<file path="config.mk">
export PLATFORM = sky130hd
export DESIGN_NAME = plru_miss_allocator
export DESIGN_NICKNAME = d
export VERILOG_FILES = /design/src/rtl/plru_miss_allocator_pkg.sv /design/src/rtl/plru_miss_allocator_tree_state.sv /design/src/rtl/plru_miss_allocator.sv
export SDC_FILE = /design/constraint.sdc
export NUM_CORES = 1
export LEC_CHECK = 0
export CORE_UTILIZATION = 40
export CTS_BUF_LIST = sky130_fd_sc_hd__clkbuf_16
export CTS_CLUSTER_SIZE = 10
export DETAILED_ROUTE_END_ITERATION = 10
export GPL_TIMING_DRIVEN = 0
export PLACE_DENSITY = 0.79
export SYNTH_ARGS = -nofsm -noshare
export SYNTH_HDL_FRONTEND = slang
export SYNTH_SLANG_ARGS = --single-unit
</file>
<file path="constraint.sdc">
create_clock -name clock_i -period 7.3 [get_ports clock_i]
set_clock_uncertainty 0.05 [all_clocks]
set_input_delay 0.73 -clock clock_i [delete_from_list [all_inputs] [get_ports clock_i]]
set_output_delay 0.73 -clock clock_i [all_outputs]
set_load 0.02 [all_outputs]
</file>
<file path="src/rtl/plru_miss_allocator_pkg.sv">
// Shared definitions for the PLRU miss allocator: FSM encoding, width helper
// and the heap-indexed tree-PLRU walk/update functions.
package plru_miss_allocator_pkg;

  // Helpers work on a fixed maximum tree; callers zero-extend and slice.
  localparam int MAX_BW    = 8;
  localparam int MAX_NODES = (1 << MAX_BW) - 1;

  typedef enum logic [2:0] {
    ST_IDLE   = 3'd0,
    ST_SELECT = 3'd1,
    ST_WB     = 3'd2,
    ST_FILL   = 3'd3,
    ST_COMMIT = 3'd4
  } state_e;

  function automatic int clog2(input int value);
    int r;
    r = 0;
    for (int i = 0; i < 31; i++) begin
      if ((1 << i) < value) r = i + 1;
    end
    return r;
  endfunction

  // Follow node bits from the root; the bits taken form the way index, MSB first.
  function automatic logic [MAX_BW-1:0] plru_walk(input logic [MAX_NODES-1:0] tree,
                                                  input int levels);
    int               node;
    logic [MAX_BW-1:0] way;
    node = 0;
    way  = '0;
    for (int lvl = 0; lvl < MAX_BW; lvl++) begin
      if (lvl < levels) begin
        way  = {way[MAX_BW-2:0], tree[node]};
        node = 2 * node + (tree[node] ? 2 : 1);
      end
    end
    return way;
  endfunction

  // Every node on the way's path is pointed away from it; others are untouched.
  function automatic logic [MAX_NODES-1:0] plru_update(input logic [MAX_NODES-1:0] tree,
                                                       input logic [MAX_BW-1:0]    way,
                                                       input int                   levels);
    logic [MAX_NODES-1:0] t;
    int                   node;
    int                   idx;
    logic                 b;
    t    = tree;
    node = 0;
    for (int lvl = 0; lvl < MAX_BW; lvl++) begin
      if (lvl < levels) begin
        idx     = levels - 1 - lvl;
        b       = way[idx];
        t[node] = ~b;
        node    = 2 * node + (b ? 2 : 1);
      end
    end
    return t;
  endfunction

endpackage

</file>
<file path="src/rtl/plru_miss_allocator_tree_state.sv">
// Tree-PLRU node register with a single reference-update port and the
// combinational pointer walk. Supports 2..128 ways.
module plru_tree_state
  import plru_miss_allocator_pkg::*;
#(
  parameter  int N_WAYS  = 8,
  localparam int BW_WAYS = clog2(N_WAYS)
) (
  input  logic               clock_i,
  input  logic               resetn_i,
  input  logic               update_en_i,
  input  logic [BW_WAYS-1:0] update_way_i,
  output logic [BW_WAYS-1:0] plru_way_o
);

  logic [N_WAYS-2:0]    tree_q, tree_d;
  logic [MAX_NODES-1:0] tree_ext, tree_upd;
  logic [MAX_BW-1:0]    way_ext, ptr_ext;
  logic                 unused_bits;

  // NOTE: every signal assigned in always_comb gets a default first, so no
  // path leaves it holding its old value and no latch is inferred.
  always_comb begin
    tree_ext                 = '0;
    tree_ext[N_WAYS-2:0]     = tree_q;
    way_ext                  = '0;
    way_ext[BW_WAYS-1:0]     = update_way_i;
    tree_upd                 = plru_update(tree_ext, way_ext, BW_WAYS);
    ptr_ext                  = plru_walk(tree_ext, BW_WAYS);
    tree_d                   = update_en_i ? tree_upd[N_WAYS-2:0] : tree_q;
  end

  assign plru_way_o  = ptr_ext[BW_WAYS-1:0];
  assign unused_bits = ^{tree_upd[MAX_NODES-1:N_WAYS-1], ptr_ext[MAX_BW-1:BW_WAYS]};

  // NOTE: sequential state uses non-blocking assignment so every register
  // samples pre-edge values regardless of block evaluation order.
  always_ff @(posedge clock_i or negedge resetn_i) begin
    if (!resetn_i) tree_q <= '0;
    else           tree_q <= tree_d;
  end

endmodule

</file>
<file path="src/rtl/plru_miss_allocator.sv">
// Miss-side allocation controller: picks a victim (first invalid way, else
// PLRU), sequences optional writeback and fill, then commits the new line.
module plru_miss_allocator
  import plru_miss_allocator_pkg::*;
#(
  parameter  int N_WAYS  = 8,
  localparam int BW_WAYS = clog2(N_WAYS)
) (
  input  logic               clock_i,
  input  logic               resetn_i,
  input  logic               hit_i,
  input  logic [BW_WAYS-1:0] hit_way_i,
  input  logic [N_WAYS-1:0]  valid_i,
  input  logic [N_WAYS-1:0]  dirty_i,
  input  logic               miss_req_i,
  output logic               miss_ack_o,
  output logic [BW_WAYS-1:0] victim_way_o,
  output logic               wb_req_o,
  input  logic               wb_done_i,
  output logic               fill_req_o,
  input  logic               fill_done_i,
  output logic               busy_o
);

  state_e             state_q;
  logic [BW_WAYS-1:0] victim_q;
  logic               wb_req_q, fill_req_q, ack_q, busy_q;

  logic [BW_WAYS-1:0] plru_way;
  logic [BW_WAYS-1:0] first_invalid;
  logic               any_invalid;
  logic [BW_WAYS-1:0] sel_way;
  logic               sel_dirty;
  logic               upd_en;
  logic [BW_WAYS-1:0] upd_way;

  // Scan downward so the last assignment wins with the lowest invalid index.
  always_comb begin
    first_invalid = '0;
    any_invalid   = 1'b0;
    for (int w = N_WAYS - 1; w >= 0; w--) begin
      if (!valid_i[w]) begin
        any_invalid   = 1'b1;
        first_invalid = BW_WAYS'(w);
      end
    end
    sel_way   = any_invalid ? first_invalid : plru_way;
    sel_dirty = valid_i[sel_way] & dirty_i[sel_way];
  end

  // The commit reference wins the single update port; a hit in COMMIT is dropped.
  always_comb begin
    upd_en  = hit_i;
    upd_way = hit_way_i;
    if (state_q == ST_COMMIT) begin
      upd_en  = 1'b1;
      upd_way = victim_q;
    end
  end

  plru_tree_state #(.N_WAYS(N_WAYS)) u_tree (
    .clock_i      (clock_i),
    .resetn_i     (resetn_i),
    .update_en_i  (upd_en),
    .update_way_i (upd_way),
    .plru_way_o   (plru_way)
  );

  always_ff @(posedge clock_i or negedge resetn_i) begin
    if (!resetn_i) begin
      state_q    <= ST_IDLE;
      victim_q   <= '0;
      wb_req_q   <= 1'b0;
      fill_req_q <= 1'b0;
      ack_q      <= 1'b0;
      busy_q     <= 1'b0;
    end else begin
      case (state_q)
        ST_IDLE: begin
          if (miss_req_i) begin
            state_q <= ST_SELECT;
            busy_q  <= 1'b1;
          end
        end
        ST_SELECT: begin
          victim_q <= sel_way;
          if (sel_dirty) begin
            state_q  <= ST_WB;
            wb_req_q <= 1'b1;
          end else begin
            state_q    <= ST_FILL;
            fill_req_q <= 1'b1;
          end
        end
        ST_WB: begin
          if (wb_done_i) begin
            state_q    <= ST_FILL;
            wb_req_q   <= 1'b0;
            fill_req_q <= 1'b1;
          end
        end
        ST_FILL: begin
          if (fill_done_i) begin
            state_q    <= ST_COMMIT;
            fill_req_q <= 1'b0;
            ack_q      <= 1'b1;
          end
        end
        ST_COMMIT: begin
          state_q <= ST_IDLE;
          ack_q   <= 1'b0;
          busy_q  <= 1'b0;
        end
        default: begin
          state_q    <= ST_IDLE;
          wb_req_q   <= 1'b0;
          fill_req_q <= 1'b0;
          ack_q      <= 1'b0;
          busy_q     <= 1'b0;
        end
      endcase
    end
  end

  assign miss_ack_o   = ack_q;
  assign victim_way_o = victim_q;
  assign wb_req_o     = wb_req_q;
  assign fill_req_o   = fill_req_q;
  assign busy_o       = busy_q;

endmodule

</file>
# --- Yosys cells after proc, flatten, opt, wreduce, memory -nomap -nowiden ---
# Index checks and enable logic that the tools add are counted.
classes:
  addsub: 2
  order_cmp: 7
  eq_ne: 9
  mux: 55
  bitwise: 8
  reduce_logical: 12
op_table:
  columns: ["cell", "count"]
  rows:
  - ["bitwise mux 255 bit", 2]
  - ["< comparator 32 x 10 -> 1 bit (second input constant)", 4]
  - ["adder 32 bit", 2]
  - [">= comparator 32 x 1 -> 1 bit (second input constant)", 2]
  - ["2-to-1 mux 3 bit", 13]
  - ["2-to-1 mux 1 bit", 25]
  - ["binary-select mux 1 bit (select 8 bit)", 2]
  - ["demux 1 bit (select 8 bit)", 2]
  - ["one-hot mux 3 bit (4 select lines)", 1]
  - ["!= test 2 bit (second input constant)", 5]
  - ["OR reduction 3 bit", 3]
  - ["2-to-1 mux 2 bit", 4]
  - ["inverter 1 bit", 7]
  - ["binary-select mux 1 bit (select 3 bit)", 2]
  - ["== test 3 x 2 -> 1 bit (second input constant)", 2]
  - ["AND reduction 3 bit", 2]
  - ["< comparator 3 x 4 -> 1 bit (second input constant)", 1]
  - ["one-hot mux 1 bit (2 select lines)", 2]
  - ["one-hot mux 1 bit (4 select lines)", 1]
  - ["AND reduction 2 bit", 2]
  - ["AND reduction 4 bit", 1]
  - ["== test 3 x 1 -> 1 bit (second input constant)", 1]
  - ["== test 3 bit (second input constant)", 1]
  - ["zero test 3 bit", 1]
  - ["other kinds (4)", 5]
word_totals:
  register_bits: 17
  output_inout_bits: 7

# --- Depth between registers and ports, before layout ---
depth:
  ltp_word: 15
  mapped_depth: 10

# --- Modules after synthesis ---
# From an unflattened synthesis, not the netlist that was laid out.
unflattened:
  hier_cells: 137
  area_unflattened_um2: 1211.2
by_module_without_submodules:
  columns: ["module", "n_inst", "cells_per_inst", "area_each_um2", "seq_area_each_um2"]
  rows:
  - ["plru_miss_allocator", 1, 97, 822.0, 250.2]
  - ["plru_tree_state", 1, 40, 389.1, 175.2]

# --- Least setup slack after synthesis ---
# OpenSTA, ideal clock, no wires.
synth_timing:
  path_kind: "register to register"
  startpoint: "register u_tree.tree_q[0]"
  endpoint: "register wb_req_q, in the netlist wb_req_o"
  setup_time_ns: 0.121
  t_arrival_ns: 2.300
  required_time_ns: 7.129
  path_slack_ns: 4.829
  path_stages_with_launch: 11
  period_less_slack_ns: 2.471
  path_cell_list: "dfrtp_1 -> buf_6 -> mux2i_4 -> ha_1 -> nand2b_1 -> a21oi_2 -> a311o_1 -> a31oi_4 -> mux2i_1 -> nand3_2 -> a22o_1"
synth_via:
  elab_chain_cells: 15
synth_lines:
  columns: ["element", "line", "source"]
  rows:
  - ["from (decl)", "plru_miss_allocator_tree_state.sv:16", "logic [N_WAYS-2:0] tree_q, tree_d;"]
  - ["from (signal assigned)", "plru_miss_allocator_tree_state.sv:40", "else tree_q <= tree_d;"]
  - ["2-to-1 mux 2 bit", "plru_miss_allocator_pkg.sv:36", "node = 2 * node + (tree[node] ? 2 : 1);"]
  - ["binary-select mux 1 bit (select 8 bit)", "plru_miss_allocator_pkg.sv:35, plru_miss_allocator_pkg.sv:36", null]
  - ["2-to-1 mux 1 bit (implied by the code) (2 in a row)", "plru_miss_allocator_pkg.sv:35, plru_miss_allocator_pkg.sv:36", null]
  - ["2-to-1 mux 2 bit", "plru_miss_allocator_pkg.sv:36", null]
  - ["adder 32 bit", "plru_miss_allocator_pkg.sv:36", null]
  - ["binary-select mux 1 bit (select 8 bit)", "plru_miss_allocator_pkg.sv:35", "way = {way[MAX_BW-2:0], tree[node]};"]
  - ["2-to-1 mux 1 bit (2 in a row)", null, null]
  - ["2-to-1 mux 3 bit (*)", "plru_miss_allocator.sv:47", "sel_way = any_invalid ? first_invalid : plru_way;"]
  - ["binary-select mux 1 bit (select 3 bit)", "plru_miss_allocator.sv:48", "sel_dirty = valid_i[sel_way] & dirty_i[sel_way];"]
  - ["2-to-1 mux 1 bit (implied by the code)", "plru_miss_allocator.sv:48", null]
  - ["AND 1 bit (*)", "plru_miss_allocator.sv:48", null]
  - ["!= test 2 bit (no line) (*)", null, null]
  - ["AND reduction 3 bit (no line) (*)", null, null]
  - ["to (signal assigned)", "plru_miss_allocator.sv:73", "wb_req_q <= 1'b0;"]
  - ["to (signal assigned)", "plru_miss_allocator.sv:89", "wb_req_q <= 1'b1;"]
  - ["to (signal assigned)", "plru_miss_allocator.sv:98", "wb_req_q <= 1'b0;"]
  - ["to (decl)", "plru_miss_allocator.sv:27", "logic wb_req_q, fill_req_q, ack_q, busy_q;"]
# Every way passes the cells marked *; elsewhere a longest branch is shown, timed or not. The select of a mux whose other input is x is not followed.
# A chain may end at the register's enable or synchronous reset.

# --- Final worst setup path ---
# Same ends and word-level chain as after synthesis.

==> impl_metrics.py <==
metrics = {
    "die": {
        "initial_core_util_pct": 42.0,
        "core-area_um2": 2730,
        "floorplan.die.width_um": 55.6,
        "die_boundary_height_um": 55.6,
        "top_level_ports": 32,
        "floorplan.die_area_um2": 3090,
        "rows": 19,
    },
    "global_routing": {
        "grt_remaining_overflow": 0,
        "grt_pass1_wl_mm": 4.68,
        "grt_max_degree": 18,
        "global_route.usage.total_pct": 18.9,
        "grt_pass1_vias": 1035,
        "antenna_violations_before_repair": 0,
    },
    "finish": {
        "nets": 189,
        "final.fill_count": 221,
        "area_added_between_synthesis_and_finish_pct": 37.3,
        "regArea_um2": 425,
        "layout_common_cells": "clkdlybuf4s50_1 (31), dfrtp_1 (17), nand2_1 (16)",
        "antenna_cells_inserted": 0,
        "mostFrequentLayoutCell": "clkdlybuf4s50_1",
        "multiInputGateArea_um2": 682,
        "share_of_post_route_cells_with_drive_strength_above_1_pct": 10.6,
        "final_design_area_no_fill_um2": 1580,
    },
    "clocking": {
        "cts-htree-levels": 1,
        "cts.path.max_buffers": 2,
        "clock_sink_count": 17,
        "cts_root_buffer": "clkbuf_16",
        "post-cts-setup-buffers": 0,
        "cts.clk_slew.worst_paths_ns": 0.05,
        "tritoncts": "built",
        "cts_repair_resize_count": 0,
        "postCtsHoldBufs": 0,
        "clk-insertion-delay-late_ns": 0.25,
        "cts_made_buffers": 3,
    },
    "logic_synthesis": {
        "yosys_most_used_dff": "dfrtp_1",
        "ys_seq_elements": 17,
        "synthArstFlopShare_pct": 100,
        "post_synth_fa_ha_maj_area_fraction_pct": 2.18,
        "synthesis.instances": 126,
        "synth.yosys.seq_area_share_pct": 37.0,
        "synth_area_um2": 1150,
        "syn-mean-instance-area_um2": 9.12,
        "yosys-mux-area-fraction_pct": 14.2,
        "synthDistinctLibCells": 38,
        "yosysWarnings": 0,
        "synth_top_family_by_area": "compound AO/OA/AOI/OAI gates",
        "synth_compound_area_share_pct": 22.9,
        "synth_net_count": 153,
        "synth_top_area_share_pct": 37.0,
        "synth_edf_count": 0,
        "synth_top_cell_by_area": "dfrtp_1",
        "synth.top_cells.by_area": "dfrtp_1 (37%), mux2i_1 (7.0%), nand2_1 (5.2%)",
        "synthSimpleGateAreaFrac_pct": 20.2,
        "synth_xor_area_share_pct": 0,
    },
    "routing": {
        "route.detailed.vias_per_inst": 5.53,
        "drtPass1Iterations": 4,
        "drtAntennaViolNets": 0,
        "finalWirelength_mm": 2.73,
        "drc_errors": 0,
        "vias": 1062,
        "first_iter_violations": 44,
        "detail_route.wl_per_cell_um": 14.2,
    },
    "place": {
        "placement.io_buffers": 31,
        "placedInstanceArea_um2": 1500,
        "detailedPlacementHpwl_mm": 2.02,
        "gp_congestion": 0.899,
    },
    "sta": {
        "min_period_over_period_pct": 36.6,
        "setup_viol": 0,
        "timing.max_slew.rel_slack_pct": 48.2,
        "timing.final.hold_violations": 0,
        "timing_max_transition_violations_final": 0,
        "fin_tns_setup_ns": 0,
        "final.min_clock_period_ns": 2.67,
        "setup_repair_after_global_routing_missed_its_margin": "no",
        "maxClockFrequency_ghz": 0.375,
        "worst_pin_slew_ns": 0.775,
    },
    "min_path": {
        "holdCritPathClass": "reg -> reg",
    },
    "setup_path": {
        "reg2regPathDepth": 10,
        "r2r_end": "wb_req_o",
        "setup.worst_path.end_class": "flip-flop",
        "critPathLaunchType": "flip-flop",
        "timing.setup.critical_path_class": "reg -> reg",
        "timing.reg2reg.setup_slack_ns": 4.63,
        "worst_ep_arrival_time_ns": 2.75,
        "critPathRequiredTime_ns": 7.38,
        "critical_path_peak_fanout": 7,
        "worst_setup_endpoint": "wb_req_o",
        "worst_setup_path_startpoint": "u_tree.tree_q[0]",
        "worstReg2RegStart": "u_tree.tree_q[0]",
    },
    "power_and_ir_drop": {
        "max-vdd-ir-drop_mv": 0.199,
        "internal_power_uw": 320,
        "p_clk_share_pct": 21.3,
        "total_leakage_power_nw": 0.672,
        "power.density_cell_area_nw_per_um2": 325,
        "swShare_pct": 37.5,
        "seq_power_share_pct": 32.4,
        "net-switching-power_uw": 192,
        "power_frac_comb_pct": 46.3,
    },
    "outcome": {
        "run_status": "finished clean",
    },
    "job": {
        "max_cap_viol_count": 0,
    },
}
-- cells in the mapped netlist, types with 2 or more instances --
library cell	instances
dfrtp_1	17
nand2_1	16
nor2_1	11
a21oi_1	10
mux2i_1	8
inv_1	6
o21ai_0	6
nand2b_1	5
nand4_1	5
a31oi_1	4
mux2_2	4
nor2b_1	3
a22o_1	2
clkbuf_1	2
ha_1	2
nor3_1	2
o22ai_1	2
-- power groups by stage --
stage | clock, mW | combinational [mW] | sequential, mW
after detailed placement | 0 | 0.237 | 0.165
after global routing | 0.115 | 0.260 | 0.170
final | 0.109 | 0.237 | 0.166
after CTS | 0.109 | 0.239 | 0.164
after floorplan | 0 | 0.139 | 0.180
after global placement | 0 | 0.230 | 0.164
-- worst min-delay path by stage --
stage          cells after the start         end  slack (ns)        from
6_report                           1    wb_req_o        0.46    wb_req_o
5_1_grt                            1  miss_ack_o        0.48  miss_ack_o
4_1_cts                            1    wb_req_o        0.46    wb_req_o
3_5_place_dp                       1    wb_req_o        0.45    wb_req_o
3_3_place_gp                       1  miss_ack_o        0.43  miss_ack_o
2_1_floorplan                      0      busy_o        0.38    resetn_i
-- metrics by stage --
stage | worst slack (ns) | power [mW] | instances | hold slack (ns) | utilization (%)
2_1_floorplan | 4.83 | 0.318 | 126 | 0.384 | -
3_3_place_gp | 4.48 | 0.393 | 188 | 0.427 | 54.8
3_5_place_dp | 4.43 | 0.402 | 188 | 0.448 | 54.8
4_1_cts | 4.62 | 0.512 | 192 | 0.461 | 57.7
5_1_grt | 4.45 | 0.544 | 192 | 0.484 | 57.7
6_report | 4.63 | 0.512 | 192 | 0.460 | 57.7
-- layout make-up --
class,count,share of cell area [%]
multi-input cells,100,43.3
flip-flops and latches,17,27.0
repair buffers,31,19.7
clock buffers,3,4.76
well taps,31,2.46
inverters,6,1.43
plain buffers,3,1.19
clock inverters,1,0.238
-- logic make-up (layout without fill, tap and decap cells) --
kind of cell | count (synthesis) | count (layout)
buf+inv | 9 | 44
mux | 14 | 14
compound gates | 37 | 37
fa+ha+maj | 2 | 2
flops | 17 | 17
simple gates | 47 | 47
-- worst max-delay path, cell delays in order (launching register included) --
cell,delay [ns]
dfrtp_1,0.37
buf_6,0.14
mux2i_4,0.21
ha_1,0.39
nand2b_1,0.14
a21oi_2,0.05
a311o_1,0.37
a31oi_4,0.23
mux2i_1,0.30
nand3_2,0.11
a22o_1,0.20
-- routing by layer --
layer  wire, um  track usage [%]  vias to the layer above
met4         38             8.21                        0
met1       1300             25.0                      499
met5          0                0                        -
met3        113             3.02                        4
li1           -                -                      527
met2       1280             30.6                       32
-- registers in the layout, summed over array words and instances (netlist names) --
register / cells
state_q: 3
fill_req_o: 1
busy_o: 1
u_tree.tree_q: 7
wb_req_o: 1
miss_ack_o: 1
victim_way_o: 3
No activity file was read; power rests on OpenSTA's default activity.
